$ cat src/rtl/mac_accumulator_5_bit.sv
// ---------------------------------------------------------------------------
// mac_accumulator_5_bit
//
// Purpose:
//   Streams 5-bit unsigned operand pairs into a registered multiplier
//   (multiplier_W_tree_5_bit). It sums N_TERMS 10-bit products into one
//   ACC_W-bit dot-product result, then presents that result on a
//   valid/ready output handshake.
//
// Optional feature (compile-time macro SATURATE_EN):
//   Defined   : on overflow acc_out clamps to 2^ACC_W-1. It stays there for
//               the remaining terms of the result.
//   Undefined : acc_out wraps modulo 2^ACC_W.
//   overflow is flagged identically in both builds.
//
// Ports:
//   clock       in   1      rising-edge clock
//   reset       in   1      asynchronous, active-high reset
//   in_valid    in   1      operand pair valid
//   in_ready    out  1      block can accept an operand pair (combinational)
//   in0, in1    in   5      operands A and B, unsigned
//   out_valid   out  1      acc_out holds a completed result
//   out_ready   in   1      consumer takes the result
//   acc_out     out  ACC_W  accumulated sum of N_TERMS products
//   term_count  out  CNT_W  products added to the current result so far
//   overflow    out  1      sticky; sum exceeded 2^ACC_W-1 in this result
// ---------------------------------------------------------------------------

// 5x5 unsigned multiplier. The five partial products are reduced by a
// small adder tree.
module multiplier_W_tree_5_bit (
    input  logic [4:0] in0,
    input  logic [4:0] in1,
    output logic [9:0] multi_out
);
    logic [9:0] pp [5];
    logic [9:0] sum_01;
    logic [9:0] sum_23;

    genvar gi;
    generate
        for (gi = 0; gi < 5; gi++) begin : g_pp
            assign pp[gi] = 10'({5{in1[gi]}} & in0) << gi;
        end
    endgenerate

    assign sum_01    = pp[0] + pp[1];
    assign sum_23    = pp[2] + pp[3];
    assign multi_out = (sum_01 + sum_23) + pp[4];
endmodule

module mac_accumulator_5_bit #(
    parameter int ACC_W   = 16,
    parameter int N_TERMS = 8,
    parameter int CNT_W   = 4
) (
    input  logic             clock,
    input  logic             reset,
    input  logic             in_valid,
    output logic             in_ready,
    input  logic [4:0]       in0,
    input  logic [4:0]       in1,
    output logic             out_valid,
    input  logic             out_ready,
    output logic [ACC_W-1:0] acc_out,
    output logic [CNT_W-1:0] term_count,
    output logic             overflow
);
    typedef enum logic {ACCUM, DONE} state_t;

    state_t           state_reg;
    logic [4:0]       op_a_reg;
    logic [4:0]       op_b_reg;
    logic             op_valid_reg;
    logic [CNT_W-1:0] accept_cnt_reg;

    logic [9:0]       product;
    logic [ACC_W:0]   sum_next;
    logic [ACC_W-1:0] acc_next;
    logic             accept;
    logic             last_term;

    multiplier_W_tree_5_bit u_mult (
        .in0       (op_a_reg),
        .in1       (op_b_reg),
        .multi_out (product)
    );

    // Once accept_cnt reaches N_TERMS, further beats are refused. This
    // holds until the result has been handed off.
    assign in_ready  = !reset && (state_reg == ACCUM) &&
                       (accept_cnt_reg < CNT_W'(N_TERMS));
    assign accept    = in_valid && in_ready;
    assign last_term = (term_count == CNT_W'(N_TERMS - 1));

    // The extra top bit of the sum is the carry out of the accumulator width.
    assign sum_next  = {1'b0, acc_out} + (ACC_W + 1)'(product);

`ifdef SATURATE_EN
    // A clamped accumulator remains at its maximum. Any further non-zero
    // product overflows again, and clamping reapplies.
    assign acc_next  = sum_next[ACC_W] ? {ACC_W{1'b1}} : sum_next[ACC_W-1:0];
`else
    assign acc_next  = sum_next[ACC_W-1:0];
`endif

    always_ff @(posedge clock or posedge reset) begin
        if (reset) begin
            state_reg      <= ACCUM;
            op_a_reg       <= '0;
            op_b_reg       <= '0;
            op_valid_reg   <= 1'b0;
            accept_cnt_reg <= '0;
            acc_out        <= '0;
            term_count     <= '0;
            overflow       <= 1'b0;
            out_valid      <= 1'b0;
        end else begin
            op_valid_reg <= accept;
            if (accept) begin
                op_a_reg       <= in0;
                op_b_reg       <= in1;
                accept_cnt_reg <= accept_cnt_reg + 1'b1;
            end

            case (state_reg)
                ACCUM: begin
                    if (op_valid_reg) begin
                        acc_out    <= acc_next;
                        term_count <= term_count + 1'b1;
                        if (sum_next[ACC_W]) begin
                            overflow <= 1'b1;
                        end
                        if (last_term) begin
                            state_reg <= DONE;
                            out_valid <= 1'b1;
                        end
                    end
                end
                DONE: begin
                    // No accept can occur in DONE because in_ready is low.
                    // As a result, the accept_cnt clear below never races
                    // an increment.
                    if (out_ready) begin
                        state_reg      <= ACCUM;
                        acc_out        <= '0;
                        term_count     <= '0;
                        accept_cnt_reg <= '0;
                        overflow       <= 1'b0;
                        out_valid      <= 1'b0;
                    end
                end
                default: state_reg <= ACCUM;
            endcase
        end
    end
endmodule

$ cat config.mk
export PLATFORM = sky130hd
export DESIGN_NAME = mac_accumulator_5_bit
export DESIGN_NICKNAME = d
export VERILOG_FILES = /design/src/rtl/mac_accumulator_5_bit.sv
export SDC_FILE = /design/constraint.sdc
export NUM_CORES = 1
export LEC_CHECK = 0
export CAP_MARGIN = 40
export CORE_ASPECT_RATIO = 0.8
export CORE_MARGIN = 8
export CORE_UTILIZATION = 58
export CTS_BUF_LIST = sky130_fd_sc_hd__clkbuf_2
export DETAILED_ROUTE_END_ITERATION = 10
export PLACE_DENSITY = 0.83
export SYNTH_ARGS = -nofsm -noshare
export SYNTH_HDL_FRONTEND = slang
export SYNTH_SLANG_ARGS = --single-unit
$ cat constraint.sdc
create_clock -name clock -period 5.3 [get_ports clock]
set_input_delay 1.06 -clock clock [delete_from_list [all_inputs] [get_ports clock]]
set_output_delay 1.06 -clock clock [all_outputs]
set_load 0.1 [all_outputs]
==> metrics.txt <==
row count 23; largest net degree at the start of global routing 39; dpl cells roughly 420; HP Class register to register; Final nets between 400 and 500; Critical Path AT roughly 5200 ps; synthesized cell area between 0.002 and 0.003 mm²; CTS Buf Count 5; synthesis-stage register bit count 38; share of cells above drive strength 1 between 10% and 20%; commonest non-fill, non-tap cell in the layout nand2_1; actual slew at the worst max-slew pin 654.2 ps; status finished, final reports clean; Max Cap Viol 0; vias around 2500; Avg Cell Area, Syn 9.557 µm²; max reg flops 16; num ports 37; most frequent cells in the layout nand2_1, dfrtp_1, clkdlybuf4s50_1, ha_1, buf_8; DR pass1 iterations 4; CTS H-tree lvls 2; Post-synth EDFFs 0; Layout area overhead 27.35%; Clock Tree Buf Depth 2; YS warnings 0; RSZ-0062 raised after global routing false; Die W approximately 95 µm; Reg2Reg Launch Point op_a_reg[0]$_DFFE_PP0P_; Post-Layout Cell Count 425; worst skew pair latency approximately 430 ps; CP required between 5000 and 6000 ps; RR Endpoint overflow$_DFFE_PP0P_; Distinct cells, synth 52; post-CTS setup buffer count 0; Max Clock Skew about 40 ps; post-cts resize count 0; Total Die Area 0.007544 mm²; CTS tree built; Die Y 79.30 µm; total gr overflow 0; Syn Nets 357; FF-to-FF setup slack 410 ps; port bufs 36; final setup vio count 0; Fin Setup TNS 0 ps; WL per Instance 16.14 µm; initial antenna violation count 0; routability cong. slightly below 0.9; Tcrit/Tclk final between 90% and 100%; GRT Util Overall between 10% and 20%; count of final hold-check violations 0; sequential share of the synthesized area between 30% and 40%; DRC 0; crit path launch type register; first-pass GRT wire length 11.79 mm; Hold-fix buffers, CTS 0; Max FO, Critical Path 9; core area 0.004921 mm²; Critical path origin op_a_reg[0]$_DFFE_PP0P_; starting density of the core 59.04%; Post-DRT Antenna Nets 0; maximum clock rate 0.2046 GHz; vias in the first global route about 2500; ys flop type dfrtp_1; Post-Route WL around 7 mm; Critical Path End overflow$_DFFE_PP0P_; Slew headroom 56.39%; Avg Vias per Cell just under 6; Clock Pin Slew Worst Setup and Hold Paths 200 ps; max-slew violation count 0; minimum clock period after layout between 4000 and 5000 ps; cell count after synthesis ~300; antenna diode count 0; DR iter-0 viols 166; DPL Wire Length ~5.4 mm; Worst Setup End Kind register; cells on worst reg2reg path 18; CP Class register to register; root buffer cell clkbuf_2; clock sinks 38; async set or reset register ratio after synthesis 100.0%
==> worst min path at each step <==
stage,startpoint,endpoint,slack (ps),cells past startpoint
2_1_floorplan,accept_cnt_reg[3]$_DFF_PP0_,accept_cnt_reg[3]$_DFF_PP0_,470,2
3_3_place_gp,accept_cnt_reg[3]$_DFF_PP0_,accept_cnt_reg[3]$_DFF_PP0_,500,2
3_5_place_dp,acc_out[7]$_DFFE_PP0P_,acc_out[7]$_DFFE_PP0P_,500,2
4_1_cts,overflow$_DFFE_PP0P_,overflow$_DFFE_PP0P_,550,2
5_1_grt,overflow$_DFFE_PP0P_,overflow$_DFFE_PP0P_,570,2
6_report,overflow$_DFFE_PP0P_,overflow$_DFFE_PP0P_,540,2
==> cells in the mapped netlist, drive strengths merged, types with 3 or more instances <==
cell type	number	area (µm²)
ha	27	337.8
o21ai	12	60.05
inv	22	82.58
nand3	6	30.03
xor2	7	61.31
nor2	11	41.29
mux2	10	112.6
fa	12	240.2
o31ai	6	45.04
xnor2	4	35.03
a21oi	11	55.05
o211ai	6	45.04
or3	3	18.77
nand3b	4	30.03
buf	5	28.77
nor3	6	30.03
nor4b	3	41.29
nand2b	4	25.02
a21o	5	37.54
and2	17	106.4
mux2i	7	73.82
dfrtp	38	950.9
clkbuf	5	20.01
nand2	44	165.2
==> critical path, cell delays in order (launching register included) <==
cell and delay, ps:
dfrtp_1 480, and2_1 200, fa_1 500, fa_1 540, inv_1 50, fa_1 520
inv_1 40, ha_1 210, fa_1 400, a21oi_1 170, nor2_1 50, nor2_1 110
xnor2_1 100, ha_1 420, and4_1 240, o21ai_0 80, a21oi_1 340, o211ai_1 190
a21oi_1 180
==> per-layer routing <==
layer  track usage (%)  part of all wire (%)  vias up  routed length (µm)
met5                 0                     0        -                   0
met4             5.443                  0.60        0                  41
met3             4.896                   7.0        4                 479
met2             29.96                    48       77                3313
met1             26.64                    44     1263                3027
li1                  -                     -     1183                   -
==> cells by family (layout without fill, tap and decap cells) <==
logic type                 Yosys count  count (layout)  share of synthesized area (%)
DFF                                 38              38                          32.73
muxes                               17              17                          6.417
buffers and inverters               32              91                          4.521
xor gates and xnor gates            11              11                          3.316
and+or+nand+nor                    110             110                          19.90
adders and majority gates           39              39                          19.90
AOI/OAI and AO/OA                   57              57                          13.22
==> stage by stage <==
step / util, % / setup slack (ps) / cell area, µm² / hold slack (ps)
4_1_cts: 75.18 / 407.5 / 3700 / 550.6
5_1_grt: 75.18 / 94.99 / 3700 / 566.3
3_5_place_dp: 74.35 / 421.6 / 3659 / 504.6
6_report: 75.18 / 413.2 / 3700 / 542.9
2_1_floorplan: - / 718.5 / 2905 / 467.1
3_3_place_gp: 67.10 / 553.1 / 3302 / 500.1
==> final cells by class <==
cell class / instances / area (µm²)
Inverter: 22 / 82.58
Multi-Input combinational cell: 234 / 1823
Clock buffer: 5 / 25.02
Timing Repair Buffer: 61 / 724.4
Fill cell: 324 / 1221
Sequential cell: 38 / 950.9
Tap cell: 62 / 77.57
Clock inverter: 3 / 16.27
Power is not shown: default switching activity piles up to over one toggle a cycle in this logic, so the estimate is an artifact.
